File: src/rtl/mem_pattern_tester.sv
// mem_pattern_tester: writes a selectable pattern over a word window, reads it back and reports mismatches.
module mem_pattern_tester #(
    parameter int DATA_W    = 16,
    parameter int ADDR_W    = 24,
    parameter int BASE_ADDR = 0,
    parameter int NUM_WORDS = 1024,
    parameter int ADDR_STEP = 2
) (
    input  logic              clk,
    input  logic              reset_n,
    input  logic              start,
    input  logic [1:0]        mode,
    input  logic              loop,
    input  logic              stop,
    input  logic              mem_ready,
    output logic [ADDR_W-1:0] mem_addr,
    output logic              mem_read_strb,
    output logic              mem_write_strb,
    output logic [DATA_W-1:0] mem_wdata,
    input  logic [DATA_W-1:0] mem_rdata,
    output logic              busy,
    output logic              done,
    output logic              pass,
    output logic [15:0]       err_count,
    output logic [ADDR_W-1:0] first_err_addr,
    output logic [DATA_W-1:0] first_err_data,
    output logic [15:0]       pass_count
);
    localparam int IW = NUM_WORDS > 1 ? $clog2(NUM_WORDS) : 1;
    localparam logic [IW-1:0]     LAST = IW'(NUM_WORDS - 1);
    localparam logic [ADDR_W-1:0] BASE = ADDR_W'(BASE_ADDR);
    localparam logic [ADDR_W-1:0] STEP = ADDR_W'(ADDR_STEP);
    localparam logic [DATA_W-1:0] CHK  = DATA_W'({(DATA_W + 1) / 2{2'b01}});

    typedef enum logic [2:0] {IDLE, WR_ISSUE, WR_GUARD, WR_WAIT, RD_ISSUE, RD_GUARD, RD_WAIT, DONE} state_t;

    state_t            state, state_nxt;
    logic [IW-1:0]     idx;
    logic [DATA_W-1:0] cnt, walk, pat, expect_d;
    logic [ADDR_W-1:0] addr;
    logic [1:0]        mode_q;
    logic              loop_q, active, launch, step, last, rd_done, mismatch;

    assign active   = state != IDLE && state != DONE;
    assign launch   = !active && start;
    assign step     = mem_ready && (state == WR_WAIT || state == RD_WAIT);
    assign rd_done  = mem_ready && state == RD_WAIT;
    assign last     = idx == LAST;
    // cnt mirrors i modulo 2^DATA_W and walk holds 1 << (i mod DATA_W), avoiding a divider
    assign pat      = mode_q == 2'd0 ? cnt : mode_q == 2'd1 ? ~cnt : mode_q == 2'd2 ? walk : cnt[0] ? ~CHK : CHK;
    assign expect_d = pat ^ {DATA_W{pass_count[0]}};
    assign mismatch = rd_done && mem_rdata != expect_d;

    assign mem_addr       = active ? addr : '0;
    assign mem_wdata      = active ? expect_d : '0;
    assign mem_write_strb = state == WR_ISSUE && mem_ready;
    assign mem_read_strb  = state == RD_ISSUE && mem_ready;
    assign busy           = active;
    assign done           = state == DONE;
    assign pass           = done && err_count == '0;

    always_ff @(posedge clk or negedge reset_n) begin
        if (!reset_n)
            state <= IDLE;
        else
            state <= state_nxt;
    end

    always_comb begin
        state_nxt = state;
        case (state)
            IDLE, DONE: state_nxt = start ? WR_ISSUE : state;
            WR_ISSUE:   state_nxt = mem_ready ? WR_GUARD : state;
            WR_GUARD:   state_nxt = WR_WAIT;
            WR_WAIT:    state_nxt = !mem_ready ? state : last ? RD_ISSUE : WR_ISSUE;
            RD_ISSUE:   state_nxt = mem_ready ? RD_GUARD : state;
            RD_GUARD:   state_nxt = RD_WAIT;
            RD_WAIT:    state_nxt = !mem_ready ? state : !last ? RD_ISSUE : (loop_q && !stop) ? WR_ISSUE : DONE;
            default:    state_nxt = IDLE;
        endcase
    end

    always_ff @(posedge clk or negedge reset_n) begin
        if (!reset_n) begin
            idx            <= '0;
            cnt            <= '0;
            walk           <= '0;
            addr           <= '0;
            mode_q         <= '0;
            loop_q         <= 1'b0;
            err_count      <= '0;
            first_err_addr <= '0;
            first_err_data <= '0;
            pass_count     <= '0;
        end else if (launch) begin
            idx            <= '0;
            cnt            <= '0;
            walk           <= DATA_W'(1);
            addr           <= BASE;
            mode_q         <= mode;
            loop_q         <= loop;
            err_count      <= '0;
            first_err_addr <= '0;
            first_err_data <= '0;
            pass_count     <= '0;
        end else if (step) begin
            idx  <= last ? '0 : idx + 1'b1;
            cnt  <= last ? '0 : cnt + 1'b1;
            walk <= last ? DATA_W'(1) : {walk[DATA_W-2:0], walk[DATA_W-1]};
            addr <= last ? BASE : addr + STEP;
            if (mismatch) begin
                if (err_count == '0) begin
                    first_err_addr <= addr;
                    first_err_data <= mem_rdata;
                end
                if (err_count != '1)
                    err_count <= err_count + 1'b1;
            end
            if (rd_done && last)
                pass_count <= pass_count + 1'b1;
        end
    end
endmodule

File: config.mk
export PLATFORM = sky130hd
export DESIGN_NAME = mem_pattern_tester
export DESIGN_NICKNAME = d
export VERILOG_FILES = /design/src/rtl/mem_pattern_tester.sv
export SDC_FILE = /design/constraint.sdc
export NUM_CORES = 1
export LEC_CHECK = 0
export CAP_MARGIN = 20
export CORE_ASPECT_RATIO = 1.2
export CORE_MARGIN = 10
export CORE_UTILIZATION = 50
export CTS_BUF_LIST = sky130_fd_sc_hd__clkbuf_8
export CTS_CLUSTER_DIAMETER = 80
export CTS_CLUSTER_SIZE = 20
export DETAILED_ROUTE_END_ITERATION = 16
export PLACE_DENSITY = 0.87
export SYNTH_ARGS = -nofsm -noshare
export SYNTH_HDL_FRONTEND = slang
export SYNTH_SLANG_ARGS = --single-unit
File: constraint.sdc
create_clock -name clk -period 5.2 [get_ports clk]
set_input_delay 1.04 -clock clk [delete_from_list [all_inputs] [get_ports clk]]
set_output_delay 1.04 -clock clk [all_outputs]
set_load 0.1 [all_outputs]
==> Word-level counts from Yosys, hierarchy flattened <==
Cells that the tools add are included.
Widths: inputs -> output; s select.
{ "classes": {"muxes": 42, "magnitude_cmp": 0, "n_addsub": 5, "n_mul": 0, "bitwise": 2, "reduce_logical": 27, "n_eq_ne": 18, "n_shift": 0, "div_mod_pow": 0} }
{ "ops": {"columns": ["operator", "count"], "rows": [
  ["$mux 16", 22],
  ["$mux 24", 8],
  ["$add 16x1->16 const B", 3],
  ["$mux 10", 3],
  ["$add 24x2->24 const B", 1],
  ["$mux 3", 8],
  ["$pmux 3 s7", 1],
  ["$logic_not 16->1", 1],
  ["$ne 16x16->1", 1],
  ["$ne 16x16->1 const B", 1],
  ["$not 16->16", 1],
  ["$xor 16x16->16", 1],
  ["$eq 3x3->1 const B", 4],
  ["$add 10x1->10 const B", 1],
  ["$eq 10x10->1 const B", 1],
  ["$logic_and 1x1->1", 10],
  ["$ne 2x2->1 const B", 5],
  ["$reduce_bool 2->1", 5],
  ["$eq 3x2->1 const B", 2],
  ["$reduce_and 3->1", 2],
  ["$reduce_and 5->1", 1],
  ["$eq 3x1->1 const B", 1],
  ["$logic_not 3->1", 1],
  ["$ne 3x3->1 const B", 1],
  ["8 further kinds", 9]
]} }
{ "word_totals": {"memories": 0, "regBits": 144, "latch_bits": 0, "output_inout_bits": 117, "mem_bits_ro": 0, "ram_bits": 0, "input_bits": 24} }

==> Logic depth before layout (Yosys ltp) <==
{ "logic_depth": {"word_depth": 10, "depth_mapped": 13} }

==> Worst setup path after synthesis <==
OpenSTA, ideal clock, no wires.
{ "synth_timing": {"path_type": "register -> output", "start": "register pass_count[0]", "end": "output mem_wdata[10]", "path_slack_ns": 0.738, "required_time_ns": 4.160, "path_stages_with_launch": 6, "arrival_time_ns": 3.422, "path_cell_list": "dfrtp_1 > buf_2 > buf_2 > buf_1 > xnor2_1 > nor2_1"} }
{ "synth_between": {"elab_chain_cells": 2} }
{ "synth_rtl": {"columns": ["item", "line_no", "source"], "rows": [
  ["start, declared", "27", "output logic [15:0] pass_count"],
  ["start signal, assigned", "120", "pass_count <= pass_count + 1'b1;"],
  ["$xor 16x16->16", "51", "assign expect_d = pat ^ {DATA_W{pass_count[0]}};"],
  ["$mux 16", "55", "assign mem_wdata = active ? expect_d : '0;"],
  ["end, declared", "19", "output logic [DATA_W-1:0] mem_wdata,"]
]} }
No other way between the ends.

==> Worst setup path after layout <==
{ "layout_timing": {"start": "register mode_q[1]", "end": "register first_err_addr[16]"} }
{ "layout_between": {"elab_chain_cells": 9, "elab_cells_between_ends": 11, "classes_between": "3 x eq/ne; 3 x mux; 1 x bitwise; 4 x reduce/logical"} }
{ "layout_rtl": {"columns": ["item", "line_no", "source"], "rows": [
  ["start, declared", "41", "logic [1:0] mode_q;"],
  ["start signal, assigned", "100", "mode_q <= mode;"],
  ["$eq 2x2->1", "50", "assign pat = mode_q == 2'd0 ? cnt : mode_q == 2'd1 ? ~cnt : mode_q == 2'd2 ? walk : cnt[0] ? ~CHK : CHK;"],
  ["$mux 16 (2 in a row)", "50", null],
  ["$mux 16 (*)", "50", null],
  ["$xor 16x16->16 (*)", "51", null],
  ["$ne 16x16->1 (*)", "52", "assign mismatch = rd_done && mem_rdata != expect_d;"],
  ["$logic_and 1x1->1 (*)", "52", null],
  ["$reduce_bool 2->1 (no source line) (*)", null, null],
  ["$reduce_and 3->1 (no source line) (*)", null, null],
  ["end signal, assigned", "113", "first_err_addr <= addr;"],
  ["end, declared", "25", "output logic [ADDR_W-1:0] first_err_addr,"]
]} }
Mark *: on every way between the ends. The rest lies on a longest branch, timed or not.
A chain may end at the register's enable or synchronous reset.

==> results.cfg <==
[critical_path]
crit_chain = buf_4 -> mux2i_1 -> mux2i_1 -> o211ai_1 -> xor2_1 -> nand4_1 -> nor4_4 -> buf_4 -> nand2b_2 -> buf_12 -> mux2i_1
cpPeakStageDelay_ns = 1.02
cpMostUsedCell = mux2i_1
cp_data_required_time_ns = 5.58
path_class = flip-flop to flip-flop
critPathLaunchType = flip-flop
critPathTopFamily = simple AND/OR/NAND/NOR gates
cp.buffers_inverters = 3
regToRegEndpoint = first_err_addr[16]
cp_data_arrival_time_ns = 4.43
slowest_stage = dfrtp_1
crit_path_end_kind = flip-flop
cp_max_fo = 25
r2r_cells = 11
r2r-start = mode_q[1]
r2r_slack_ns = 1.14

[route]
drt_iter0_drc = 720
drc = 0
avgRoutedWirePerCell_um = 17.8
dr.pass1.iters = 5
drt-total-wl_um = 23000
num_vias = 7419
detail_route.vias_per_cell = 5.74
final_antenna_net_count = 0

[synthesis]
synthCells = 949
synth_seq_cells = 143
syn_area_um2 = 8490
ys_types = 76
syn_area_per_cell_um2 = 8.95
ys_seq_area_frac = 0.421
synth-warning-count = 0
syn_nets = 979
synth-main-ff-cell = dfrtp_1
synth_edf_count = 0
synthArstFlopShare = 1.00

[floorplanning]
die_h_um = 163
start_util = 0.506
die_w_um = 139
core_area_um2 = 16800
io-pin-count = 141
rows = 52
dieArea_um2 = 22600

[timing]
setup_viol = 0
min_period_over_period = 0.780
final_max_slew_viol_count = 0
min_period_ns = 4.06
tightest_slew_ns = 1.16
max_slew_margin = 0.226
rsz0062_at_grt = false
skew_ns = 0.0138
finalHoldViolCount = 0
tns_ns = 0
fmax_mhz = 247

[clock_network]
post-cts-setup-buffers = 0
cts_buffer_depth = 2
cts_resized = 0
worstSkewPairLatency_ns = 0.46
postCtsHoldBufs = 0
htree_levels = 4
clkTransAtPathRegs_ns = 0.08
clock-sinks = 143
root_buffer = clkbuf_8
cts_tree = built
cts-buffers-inserted = 17

[power_and_ir_drop]
peakVddDrop_mv = 0.522
p_per_area_nw_per_um2 = 565
power_mw = 5.84
cellLeakagePower_nw = 4.79

[global_route]
met1_usage = 0.227
antenna_found_initial = 0
grt_max_degree = 67
grtUsageMet3 = 0.0467
gr-usage-met2 = 0.352
grtUsageTotal = 0.200
top_usage_layer = met2
grt-ovfl-total = 0
grt_pass1_vias = 7342
grt_pass1_wl_um = 37900

[placement]
port-buffer-count = 139
place.gp.congestion = 0.940
hpwl_um = 16200
dpl.cell_count = 1261

[min_path]
hp-start = idx[9]
min_path_cells = 1
min_path_type = flip-flop to flip-flop
worstHoldEndpoint = idx[9]

[cells_and_area]
antenna_cells = 0
stdcell_count = 1293
layout_commonest_cell = dfrtp_1
layout_common_cells = 142 x dfrtp_1, 110 x nor2_1, 107 x nand2_1
area_growth_pct = 21.6
drive_above_1_share = 0.108
final_core_utilization = 0.615
fin_nets = 1094

[flow_run]
max_cap_violations = 0

[run_status]
status = complete, no violations
==> synth_stat cells (2+ instances only) <==
master	count	share of area
and2_0	2	0.0015
nor3b_1	7	0.0062
xor2_1	33	0.034
xnor3_1	4	0.011
nand2_1	107	0.047
xnor2_1	26	0.027
mux2_1	4	0.0053
mux2_2	5	0.0066
o41ai_1	4	0.0041
nor4_1	11	0.0081
nand2b_1	7	0.0052
a2111oi_0	2	0.0021
and4_1	2	0.0021
o22ai_1	2	0.0015
a21oi_1	27	0.016
o211ai_1	8	0.0071
buf_6	7	0.0093
o2bb2ai_1	2	0.0021
or3_1	7	0.0052
and2_1	27	0.020
nand3_1	30	0.018
a22oi_1	4	0.0035
inv_2	2	0.00088
buf_2	10	0.0059
clkbuf_1	33	0.015
dfrtp_1	143	0.42
a21o_1	4	0.0035
ha_1	6	0.0088
o21ai_0	62	0.037
or2_2	3	0.0022
and3_1	17	0.013
nor2b_1	6	0.0044
buf_4	3	0.0027
nor2_1	112	0.050
o21ai_1	3	0.0018
mux2i_1	61	0.072
inv_1	45	0.020
nor3_1	18	0.011
a31oi_1	8	0.0059
buf_1	3	0.0013
a22o_1	20	0.021
o31ai_1	8	0.0071
nand4_1	21	0.015
==> flip-flops by register name (all words and copies together) (netlist names) <==
name,flops
cnt,16
err_count,16
pass_count,16
first_err_addr,24
loop_q,1
state,3
idx,10
walk,16
mode_q,2
first_err_data,16
addr,23
==> layout make-up <==
cell class | instances | area, um2
tap | 216 | 270
fill | 1394 | 6460
clock inverter | 15 | 208
inverter | 47 | 176
clock buffer | 17 | 234
sequential | 143 | 3580
timing repair buffer | 153 | 1410
multi-input combinational | 702 | 4460
==> per-stage QoR <==
stage	setup WS (ns)	instance area, um2	hold slack (ns)
floorplan	0.738	8490	0.452
global placement	1.08	9890	0.473
detailed placement	0.948	9890	0.472
CTS	1.14	10300	0.489
global route	0.789	10300	0.502
finish	1.14	10300	0.491
==> routing by layer <==
layer / wire length [um] / share of wire / vias to the layer above
li1: - / - / 3539
met1: 8870 / 0.39 / 3585
met2: 12000 / 0.52 / 233
met3: 1290 / 0.056 / 62
met4: 797 / 0.035 / 0
met5: 0 / 0 / -
==> report_power, final <==
part | internal, mW | leakage, nW | switching, mW
Sequential | 1.28 | 1.93 | 0.228
Clock | 0.529 | 0.215 | 0.466
Combinational | 0.859 | 2.64 | 2.48
Total | 2.67 | 4.79 | 3.17
==> kinds of logic (layout without fill, tap and decap cells) <==
family | count (synthesis) | count (layout) | synth area share
AND/OR/NAND/NOR | 385 | 385 | 0.217
buffers and inverters | 104 | 232 | 0.0563
adder cells (fa/ha/maj) | 6 | 6 | 0.00884
flip-flops | 143 | 143 | 0.421
AO/OA/AOI/OAI | 175 | 175 | 0.136
XOR/XNOR | 63 | 63 | 0.0715
multiplexers | 72 | 72 | 0.0881
other | 1 | 1 | 0.000442
==> how the worst max path moves through the flow <==
| stage | endpoint | slack (ns) | cells after the start | start |
|---|---|---|---|---|
| floorplan | mem_wdata[10] | 0.74 | 5 | pass_count[0] |
| global placement | first_err_addr[3] | 1.08 | 10 | mem_rdata[3] |
| detailed placement | first_err_addr[16] | 0.95 | 10 | mem_rdata[3] |
| CTS | first_err_addr[16] | 1.14 | 10 | mode_q[1] |
| global route | first_err_addr[20] | 0.79 | 11 | mode_q[1] |
| finish | first_err_addr[16] | 1.14 | 11 | mode_q[1] |
No activity file was read; power rests on OpenSTA's default activity.
==> RTL change: new RTL, config.mk and constraints unchanged <==
`ADDR_W`: 24 -> 36.
--- a/src/rtl/mem_pattern_tester.sv
+++ b/src/rtl/mem_pattern_tester.sv
@@ -1,7 +1,7 @@
 // mem_pattern_tester: writes a selectable pattern over a word window, reads it back and reports mismatches.
 module mem_pattern_tester #(
     parameter int DATA_W    = 16,
-    parameter int ADDR_W    = 24,
+    parameter int ADDR_W    = 36,
     parameter int BASE_ADDR = 0,
     parameter int NUM_WORDS = 1024,
     parameter int ADDR_STEP = 2
Ports: changed (resized first_err_addr and mem_addr); port bits go from 141 to 165. The function was not compared with the original's and may differ.
==> RTL change against the original RTL <==
  * Sequential cell count up 24
  * Worst setup slack worse by 0.13 ns
  * Cell count up 13%
  * Power up 32%
  * Area after synthesis up 12%
  * Cell area up 12%
  * Combinational power up 44%
  * Clock power about the same
  * Wire length up 11%
  * Critical path type is now reg2out
  * Critical endpoint is now mem_addr[1]
==> RTL change: results (changes against the original RTL) <==
- Status: finished clean
- R2R depth: 10 (-1)
- Final worst setup slack: 1.01 ns (-0.135 ns)
- Share of layout cells above drive strength 1: 0.0992 (-0.00854)
- Worst hold path endpoint: first_err_addr[33]
- Clk Latency, worst-skew pair: 0.48 ns (+0.02 ns)
- Crit Reg-Reg Startpoint: mode_q[0]
- WHS Path Cells: 2 (+1)
- First-pass GRT wire length: 42100 µm (+11%)
- Slew headroom: 0.269 (+0.0436)
- Metal-1 WL: 10900 µm (+23%)
- P_leak: 5.15 nW (+7.6%)
- Antenna cells: 0 (unchanged)
- GRT Total Usage: 0.203 (+0.00339)
- Top cells by count, synth: dfrtp_1, nand2_1, nor2_1, inv_1, mux2i_1
- WL met3: 1870 µm (+45%)
- Synth cell types: 65 (-14%)
- Biggest registers after layout: first_err_addr: 36 flops, addr: 35 flops
- Deepest clock path buffer count: 2 (unchanged)
- CTS buffer count: 17 (unchanged)
- Post-synthesis net count: 1083 (+11%)
- Port Buffers: 163 (+17%)
- Largest net degree at the start of global routing: 80 (+19%)
- Initial DRC count: 610 (-15%)
- Post-CTS Resized: 0 (unchanged)
- Detailed route wirelength on metal2: 12300 µm (+2.8%)
- Drt first pass iters: 5 (unchanged)
- Setup slack, reg-to-reg: 1.26 ns (+0.12 ns)
- Crit path from: state[2]
- Reg-to-reg endpoint: first_err_addr[3]
- Worst Hold Class: reg2reg
- Fin Hold WS: 0.520 ns (+0.0290 ns)
- Crit-path max FO: 37 (+48%)
- Vias in the first global route: 8311 (+13%)
- Critical path arrival: 3.15 ns (-1.28 ns)
- Register area share after synthesis: 0.439 (+0.0178)
- RePlAce Congestion: 0.881 (-6.2%)
- Filler instances: 1572 (+13%)
- Via count: 8144 (+9.8%)
- Top Metal Used: met4
- VDD IR max: 0.000959 V (+84%)
- Top cells by area, synth: dfrtp_1, mux2i_1, nand2_1
- Post-CTS Setup Bufs: 0 (unchanged)
- Top FF cell, synth: dfrtp_1
- Detailed Place HPWL: 18200 µm (+12%)
- Hold path startpoint: first_err_addr[33]
- Place WS: 1.04 ns (+0.0940 ns)
- Routed wire length: 25500 µm (+11%)
- Skew final: 0.0233 ns (+0.00945 ns)
- Final Net Count: 1218 (+11%)
## RTL change: cell types whose count changed after synthesis, sizes merged, moves of 7 or more
cell	change
o21ai	-12
a21oi	+8
and3	+9
inv	+24
nor2	-20
xor2	+8
nand3	+7
dfrtp	+24
nand2	+8
or3	+7
clkbuf	+7
and2	+15
xnor2	+16
## RTL change: final cells by class
class                   instances  area [µm²]  share of cell area
inverters                      71         267              0.0229
flip-flops and latches        167        4180               0.360
clock inverters                12         154              0.0132
well taps                     256         320              0.0276
repair buffers                179        1620               0.139
clock buffers                  19         262              0.0225
multi-input cells             752        4820               0.415
## RTL change: how the worst max path moves through the flow
stage / end / slack, ns / depth (start not counted)
2_1_floorplan: mem_wdata[10] / 0.54 / 6
3_3_place_gp: first_err_addr[15] / 1.17 / 10
3_5_place_dp: first_err_addr[9] / 1.04 / 10
4_1_cts: mem_wdata[12] / 0.98 / 6
5_1_grt: mem_wdata[12] / 0.80 / 6
6_report: mem_addr[1] / 1.01 / 6
## RTL change: power by group
| part | internal (W) | switching, W | leakage (nW) |
|---|---|---|---|
| clock network | 0.000498 | 0.000496 | 0.215 |
| logic | 0.00117 | 0.00364 | 2.70 |
| registers | 0.00159 | 0.000310 | 2.23 |
## RTL change: stage by stage
| step | std cells | instance area, µm² | power [W] |
|---|---|---|---|
| final | 1456 | 11600 | 0.00770 |
| after global routing | 1456 | 11600 | 0.00803 |
| after CTS | 1456 | 11600 | 0.00772 |
| after detailed placement | 1425 | 11200 | 0.00672 |
| after global placement | 1425 | 11200 | 0.00667 |
| after floorplan | 1053 | 9510 | 0.00564 |
## RTL change: kinds of logic after synthesis
kind of cell | synth area share
fa+ha+maj | 0.00789
other cells | 0.000394
simple gates | 0.214
buf+inv | 0.0579
mux | 0.0760
compound gates | 0.123
xor+xnor | 0.0811
flops | 0.439
## RTL change: critical path, cell delays in order, from the launching register on
cell     delay, ns
dfrtp_1       0.54
nand3_1       0.18
inv_1         0.13
or2_2         0.47
inv_1         0.74
and2_1        0.31
buf_4         0.31
## RTL change: metal layers
layer,up-vias,global-route usage
met1,3941,0.249
met2,281,0.341
met3,38,0.0547
met5,-,0
met4,0,0.0678
li1,3884,-
